File: config.mk
export PLATFORM = sky130hd
export DESIGN_NAME = mem_port_arbiter
export DESIGN_NICKNAME = d
export VERILOG_FILES = /design/src/rtl/mem_port_arbiter.sv
export SDC_FILE = /design/constraint.sdc
export NUM_CORES = 1
export LEC_CHECK = 0
export CORE_AREA = 2 2 167 169
export DETAILED_ROUTE_END_ITERATION = 7
export DIE_AREA = 0 0 169 171
export GPL_TIMING_DRIVEN = 0
export PLACE_DENSITY = 0.76
export SETUP_SLACK_MARGIN = 0.02
export SYNTH_ARGS = -nofsm -noshare
export SYNTH_HDL_FRONTEND = slang
export SYNTH_SLANG_ARGS = --single-unit
export TNS_END_PERCENT = 20
File: constraint.sdc
create_clock -name clk -period 8.8 [get_ports clk]
set_clock_uncertainty 0.2 [all_clocks]
set_input_delay 1.76 -clock clk [delete_from_list [all_inputs] [get_ports clk]]
set_output_delay 1.76 -clock clk [all_outputs]
set_load 0.005 [all_outputs]
File: src/rtl/mem_port_arbiter.sv
// Two-requester memory port arbiter: an instruction-fetch port and a data
// load/store port share one fixed-latency memory. The FSM owns the port for
// one transaction at a time. Simultaneous requests are resolved round-robin.
module mem_port_arbiter #(
   parameter int ADDR_W  = 32,
   parameter int DATA_W  = 64,
   parameter int MEM_LAT = 2    // memory read latency, 1..15
) (
   input  logic              clk,
   input  logic              reset,
   // instruction-fetch port
   input  logic              if_req_i,
   input  logic [ADDR_W-1:0] if_addr_i,
   output logic [DATA_W-1:0] if_rdata_o,
   output logic              if_ack_o,
   // data load/store port
   input  logic              d_req_i,
   input  logic              d_we_i,
   input  logic [ADDR_W-1:0] d_addr_i,
   input  logic [DATA_W-1:0] d_wdata_i,
   output logic [DATA_W-1:0] d_rdata_o,
   output logic              d_ack_o,
   // shared memory port
   output logic [ADDR_W-1:0] mem_addr_o,
   output logic [DATA_W-1:0] mem_wdata_o,
   output logic              mem_we_o,
   input  logic [DATA_W-1:0] mem_rdata_i,
   output logic [1:0]        grant_o
);

   typedef enum logic [1:0] {
      IDLE   = 2'd0,
      ACCESS = 2'd1,
      DONE   = 2'd2
   } state_t;

   localparam logic [1:0] GRANT_NONE = 2'b00;
   localparam logic [1:0] GRANT_IF   = 2'b01;
   localparam logic [1:0] GRANT_D    = 2'b10;

   state_t              state_q;
   logic [3:0]          cnt_q;
   logic                owner_d_q;      // 1 = current transaction belongs to the data port
   logic                last_d_q;       // 1 = data port was granted most recently
   logic [ADDR_W-1:0]   addr_q;
   logic [DATA_W-1:0]   wdata_q;
   logic                we_q;
   logic                mem_we_q;
   logic [1:0]          grant_q;
   logic                if_ack_q;
   logic                d_ack_q;
   logic [DATA_W-1:0]   if_rdata_q;
   logic [DATA_W-1:0]   d_rdata_q;
   logic                win_d;

   // Winner selection: data wins when alone, or on a conflict if fetch was served last.
   always_comb begin
      win_d = d_req_i & (~if_req_i | ~last_d_q);
   end

   // Arbitration FSM with all outputs registered.
   always_ff @(posedge clk or posedge reset) begin
      if (reset) begin
         state_q    <= IDLE;
         cnt_q      <= 4'd0;
         owner_d_q  <= 1'b0;
         last_d_q   <= 1'b0;   // fetch counts as last served, so data wins the first conflict
         // NOTE: the datapath registers are reset too because the address,
         // write-data and read-data outputs must read zero straight out of reset.
         addr_q     <= '0;
         wdata_q    <= '0;
         we_q       <= 1'b0;
         mem_we_q   <= 1'b0;
         grant_q    <= GRANT_NONE;
         if_ack_q   <= 1'b0;
         d_ack_q    <= 1'b0;
         if_rdata_q <= '0;
         d_rdata_q  <= '0;
      end else begin
         // NOTE: pulse outputs default low every cycle and are only set for the
         // single cycle that needs them; the later non-blocking writes win.
         mem_we_q <= 1'b0;
         if_ack_q <= 1'b0;
         d_ack_q  <= 1'b0;
         case (state_q)
            IDLE: begin
               if (if_req_i || d_req_i) begin
                  owner_d_q <= win_d;
                  last_d_q  <= win_d;
                  cnt_q     <= 4'(MEM_LAT - 1);
                  state_q   <= ACCESS;
                  if (win_d) begin
                     addr_q   <= d_addr_i;
                     wdata_q  <= d_wdata_i;
                     we_q     <= d_we_i;
                     mem_we_q <= d_we_i;
                     grant_q  <= GRANT_D;
                  end else begin
                     addr_q   <= if_addr_i;
                     we_q     <= 1'b0;
                     grant_q  <= GRANT_IF;
                  end
               end
            end
            ACCESS: begin
               if (cnt_q == 4'd0) begin
                  state_q <= DONE;
                  if (owner_d_q) begin
                     d_ack_q <= 1'b1;
                     if (!we_q) d_rdata_q <= mem_rdata_i;
                  end else begin
                     if_ack_q   <= 1'b1;
                     if_rdata_q <= mem_rdata_i;
                  end
               end else begin
                  cnt_q <= cnt_q - 4'd1;
               end
            end
            DONE: begin
               grant_q <= GRANT_NONE;
               state_q <= IDLE;
            end
            default: begin
               grant_q <= GRANT_NONE;
               state_q <= IDLE;
            end
         endcase
      end
   end

   assign mem_addr_o  = addr_q;
   assign mem_wdata_o = wdata_q;
   assign mem_we_o    = mem_we_q;
   assign grant_o     = grant_q;
   assign if_ack_o    = if_ack_q;
   assign d_ack_o     = d_ack_q;
   assign if_rdata_o  = if_rdata_q;
   assign d_rdata_o   = d_rdata_q;

endmodule
==> metrics, run 1 <==
initial antenna violation count 0; nature of the critical path endpoint flip-flop; Worst Tran Pin Value between 700 and 800 ps; Max Fclk 0.2755 GHz; die area 0.02890 sq mm; Mean Syn Cell Area between 15 and 20 sq um; Vias/cell ~4.8; worst slew margin relative to its limit 47.52%; Pwr Total between 5 and 6 mW; worst hold-check path type reg -> reg; CTS tree built; vias in the first global route ~7200; TritonRoute pass-1 iters 4; DP Worst Slack ~4500 ps; ys async rst share 100.0%; Top Ports roughly 430; final setup vio count 0; vias 6751; Synth area leader dfrtp_1; PortBufs roughly 430; Critical Path Start Type input port; syn nets around 800; Congestion Overflow GR 0; Final period util about two fifths; min Tclk post-route between 3000 and 4000 ps; Most used DFF post-synth dfrtp_1; Syn-to-layout area delta 58.56%; die span in x around 170 um; Max Transition Viols Final 0; # hold bufs at CTS 0; fraction of layout cells with a size suffix above 1 between 20% and 30%; worst ir drop on vdd 0.0001718 V; slack of the critical path 5170 ps; Worst EP required 9000 ps; Clock Path Buffers 3; synthesized area between 0.009 and 0.01 sq mm; routability cong. roughly 0.76; Routed Antenna Nets 0; Hold Fails Final Rpt 0; Setup TNS Final 0 ps; Multi-input gate area 0.003397 sq mm; Max H-tree Level 1; largest net degree at the start of global routing about 130; status finished, final reports clean; sequential fraction of the synthesis area between 60 and 70%; GRT Overall Usage between 10% and 20%; routed len/inst 19.26 um; dpl cells 1363; worst-path fanout max 10; crit path kind in -> reg; FP Rows 61; # nets final approximately 1200; total wire length around 27000 um; Post-CTS Setup Bufs 0; P_leak approximately 6.9 nW; number of CTS-inserted buffers 27; Post-DP HPWL 20010 um; fill count roughly 2200; MaxCap Viol Count 0; fin cells roughly 1400; RSZ-0062 raised after global routing false; Worst EP arrival 3830 ps; number of synthesized register bits about 240; register area about 0.006 sq mm; # resized after CTS 0; Core ar. approximately 0.027 sq mm; Area contributors post-synth dfrtp_1, mux2_4, mux2_2, a221o_1, and3_1; clk_lat worst skew ~520 ps; DRC Markers 0; initial drt markers 279; clk root buf clkbuf_16; PwrDens between 300 and 400 mW/mm^2; Starting Density a little over a third; first-pass GRT wire length 41000 um; Post-synth EDFFs 0; Yosys top cell area share around three fifths; Die H between 150 and 200 um; CTS clk-pin slew, worst paths 60 ps; Core Util, Final 55.83%; Ys Warns 0; Netlist cell types 35; CTS sink count roughly 240; Synth Instances between 500 and 600
==> report_power, final <==
group	switching, mW	internal, mW	leakage, nW
logic	0.788	1.73	3.63
clock network	0.440	0.694	0.458
registers	0.332	1.65	2.80
==> cell usage after synthesis (5+ instances only) <==
cell type and count:
a21oi_1 9, and3_1 28, inv_1 7, buf_6 7, a31oi_1 6, buf_8 6
nand2b_1 5, dfrtp_1 237, nand2_1 15, mux2_4 109, mux2_2 83, buf_2 10
a221o_1 27, clkbuf_1 13
==> layer usage <==
layer	vias to the layer above	wire length, um	track usage (%)	share of wire (%)
li1	3042	-	-	-
met5	-	0	0	0
met4	0	749	5.834	2.8
met2	289	13380	31.41	49
met1	3369	10850	21.29	40
met3	51	2230	5.413	8.2
==> cells in the final DEF (no fill, tap or decap), types with 4 or more instances in the layout <==
master             n
and3_1            28
buf_6              7
a21oi_1            9
mux2_4           109
clkbuf_8           9
o21ai_0            4
a221o_1           27
inv_1              6
nand2b_1           5
clkbuf_16         27
dfrtp_1          237
buf_2             10
nand2_1           15
mux2_2            83
clkbuf_1          17
clkdlybuf4s50_1  425
clkinv_2           7
buf_8              6
a31oi_1            6
==> through the flow <==
stage	area [sq um]	hold slack, ps
5_1_grt	15250	310.8
3_3_place_gp	14310	260.1
4_1_cts	15250	301.2
3_5_place_dp	14340	275.2
6_report	15260	300.2
2_1_floorplan	9622	240.4
==> logic make-up (layout without fill, tap and decap cells) <==
family | Yosys count | after routing | synth area share (%)
AO/OA/AOI/OAI | 52 | 52 | 4.395
adder cells (fa/ha/maj) | 2 | 2 | 0.2600
buffers and inverters | 43 | 518 | 3.056
flip-flops | 237 | 237 | 61.64
multiplexers | 193 | 193 | 26.83
other | 0 | 1 | 0
AND/OR/NAND/NOR | 64 | 64 | 3.823
==> path summary, 6_finish.rpt <==
kind	end	startpoint	slack, ps	cells after the start
max	mem_wdata_o[6]	d_req_i	5170	6
min	cnt_q[0]	cnt_q[0]	300	1
max reg2reg	if_rdata_o[25]	cnt_q[0]	6460	7
min reg2reg	cnt_q[0]	cnt_q[0]	300	1
max in group asynchronous	d_rdata_o[54]	reset	5730	3
min in group asynchronous	d_rdata_o[38]	reset	1560	2
==> worst max-delay path, cell delays in order <==
cell             delay [ps]
clkdlybuf4s50_1         530
a21boi_1                550
nand2_1                 200
buf_2                   250
buf_2                   250
mux2_2                  300
==> final cells by class <==
type,instances,area share (%)
sequential,237,38.87
timing repair buffer,426,28.07
multi-input combinational,311,22.27
clock buffer,40,5.339
tap,346,2.838
buffer,36,1.755
clock inverter,9,0.6233
inverter,7,0.2214
antenna,1,0.01640
==> registers in the layout (all words and copies together), names as in the netlist, 2 cells and up <==
signal	count
cnt_q	4
d_rdata_o	64
grant_o	2
if_rdata_o	64
mem_addr_o	32
mem_wdata_o	64
state_q	2
Power figures use the tool's default switching activity.
==> inputs of run 2 (changes only) <==
CORE_AREA = 2 2 164 166   (was 2 2 167 169)
DIE_AREA = 0 0 166 168   (was 0 0 169 171)
clock period = 3.4 ns   (was 8.8 ns; I/O delays follow)
==> metrics, run 2 (synthesis results as in run 1) <==
Max Fclk roughly 0.4 GHz; hold path startpoint we_q (was cnt_q[0]); RSZ-0062 raised after global routing false (unchanged); Net Switching 4.014 mW (was 1.560 mW); CTS tree built (unchanged); Post-DP HPWL 20320 um (was 20010 um); M1 GR Usage 22.83% (was 21.29%); Seq pwr share 35.2% (was 35.1%); vias 6719 (was 6751); total wire length 26980 um (was 27210 um); # nets final 1249 (was 1245); CTS clk-pin slew, worst paths 60 ps (about the same); vias in the first global route 7174 (was 7186); met3 Usage GRT 5.595% (was 5.413%); fill count 2075 (was 2249); MaxCap Viol Count 0 (unchanged); worst slew margin relative to its limit 35.36% (was 47.52%); Post-CTS Setup Bufs 0 (unchanged); largest net degree at the start of global routing 44 (was 131); initial antenna violation count 0 (unchanged); P_leak 6.898 nW (was 6.891 nW); Hold Fails Final Rpt 0 (unchanged); Cells on Worst Hold Path 1 (unchanged); crit path kind in -> reg (unchanged); Die H 168 um (was 171 um); worst r2r src cnt_q[0] (unchanged); GRT Overall Usage 18.59% (was 17.99%); most common cell after layout, fill and taps aside clkdlybuf4s50_1 (unchanged); Congestion Overflow GR 0 (unchanged); Routed Antenna Nets 0 (unchanged); # hold bufs at CTS 0 (unchanged); PortBufs 425 (unchanged); DRC Markers 0 (unchanged); Clock Path Buffers 3 (unchanged); CTS sink count 237 (unchanged); clock power share 19.6% (was 20.1%); Final period util approximately 74%; flop-to-flop setup slack 1060 ps (was 6460 ps); met2 Resource Use GR 31.81% (was 31.41%); Top Ports 426 (unchanged); Worst Tran Pin Value 967.6 ps (was 787.2 ps); Internal Pwr Total 10.48 mW (was 4.076 mW); Max Transition Viols Final 0 (unchanged); # resized after CTS 0 (unchanged); die area 0.02789 sq mm (was 0.02890 sq mm); nature of the critical path endpoint flip-flop (unchanged); worst ir drop on vdd 0.0006799 V (was 0.0001718 V); Vias/cell 4.762 (was 4.778); Worst Hold Slack 285.1 ps (was 300.2 ps); worst hold-check path type reg -> reg (unchanged); Comb pwr share 45.2% (was 44.7%); routability cong. 0.8269 (was 0.7615); reg2reg path depth 7 (unchanged); min Tclk post-route approximately 2500 ps; final setup vio count 0 (unchanged); GR peak layer met2 (unchanged); Max H-tree Level 1 (unchanged); first-pass GRT wire length 41490 um (was 41000 um); fraction of layout cells with a size suffix above 1 24.95% (was 25.05%); routed len/inst 19.12 um (was 19.26 um); clk root buf clkbuf_16 (unchanged); worst-path fanout max 10 (unchanged); number of CTS-inserted buffers 26 (was 27); most frequent cells in the layout clkdlybuf4s50_1, dfrtp_1, mux2_4 (unchanged); Starting Density 36.51% (was 35.21%); initial drt markers 285 (was 279); FP Rows 60 (was 61); Worst EP required 3600 ps (was 9000 ps); die span in x 166 um (was 169 um); FF-to-FF End if_rdata_o[20] (was if_rdata_o[25]); Syn-to-layout area delta 58.99% (was 58.56%); TritonRoute pass-1 iters 4 (unchanged); PwrDens 947.7 mW/mm^2 (was 369.4 mW/mm^2); Core ar. 0.02635 sq mm (was 0.02732 sq mm); status finished, final reports clean (unchanged); switching fraction of total power 27.69% (was 27.67%); Critical Path Start Type input port (unchanged); ANT cells 0 (was 1); Setup TNS Final 0 ps (unchanged); Hold EP we_q (was cnt_q[0]); Worst EP arrival 2700 ps (was 3830 ps); clk_lat worst skew 520 ps (about the same)
-- run 2: how the worst max path moves through the flow --
| stage | start | to | slack (ps) | cells past startpoint |
|---|---|---|---|---|
| 2_1_floorplan | reset | cnt_q[0] | -590 | 1 |
| 3_3_place_gp | reset | mem_addr_o[15] | -2360 | 2 |
| 3_5_place_dp | d_req_i | mem_wdata_o[0] | 320 | 6 |
| 4_1_cts | d_req_i | mem_wdata_o[4] | 880 | 6 |
| 5_1_grt | d_req_i | mem_wdata_o[39] | 740 | 6 |
| 6_report | d_req_i | mem_wdata_o[4] | 900 | 6 |
-- run 2: per-layer routing --
metal	share of wire [%]	routed length [um]
met4	2.4	655
met1	41	11080
met2	49	13120
met3	7.9	2132
met5	0	0
-- run 2: final cells by class --
type	count	area, sq um	share of cell area (%)
Clock inverter	8	96.34	0.6298
Sequential cell	237	5931	38.77
Inverter	7	30.03	0.1963
Multi-Input combinational cell	311	3397	22.21
Clock buffer	40	774.5	5.063
Buffer	36	267.8	1.750
Tap cell	341	426.7	2.789
Timing Repair Buffer	431	4374	28.59
-- run 2: per-stage QoR --
| stage | std cells | cell area [sq um] | utilization [%] | setup WS, ps | power (mW) |
|---|---|---|---|---|---|
| 2_1_floorplan | 591 | 9625 | - | -585.9 | 7.915 |
| 3_3_place_gp | 1357 | 14310 | 54.29 | -2362 | 11.54 |
| 3_5_place_dp | 1363 | 14430 | 54.75 | 316.8 | 11.72 |
| 4_1_cts | 1411 | 15300 | 58.05 | 884.3 | 14.66 |
| 5_1_grt | 1411 | 15300 | 58.05 | 743.6 | 15.26 |
| 6_report | 1411 | 15300 | 58.05 | 898.9 | 14.50 |
-- run 2: power by group through the flow --
stage	Clock (mW)	Sequential (mW)	Combinational [mW]
2_1_floorplan	0	5.13	2.78
3_3_place_gp	0	5.06	6.48
3_5_place_dp	0	5.12	6.61
4_1_cts	2.92	5.10	6.64
5_1_grt	3.03	5.27	6.96
6_report	2.84	5.10	6.55
-- run 2: critical path, cell delays in order --
cell and delay, ps:
clkdlybuf4s50_1 530, a21boi_1 530, nand2_1 180, buf_2 230
buf_2 240, mux2_2 310
==> inputs of run 3 (changes only) <==
clock period = 2.6 ns   (was 3.4 ns; I/O delays follow)
==> results of run 3 <==
Same layout as run 2 (identical final DEF). Status: finished, final reports clean.
Among the figures that moved: setup slack after placement 316.8 ps -> -323.2 ps; setup slack after layout 898.9 ps -> 258.9 ps; register-to-register setup slack 1060 ps -> 260 ps; total power 14.50 mW -> 18.96 mW; worst IR drop on VDD 0.0006799 V -> 0.0008890 V
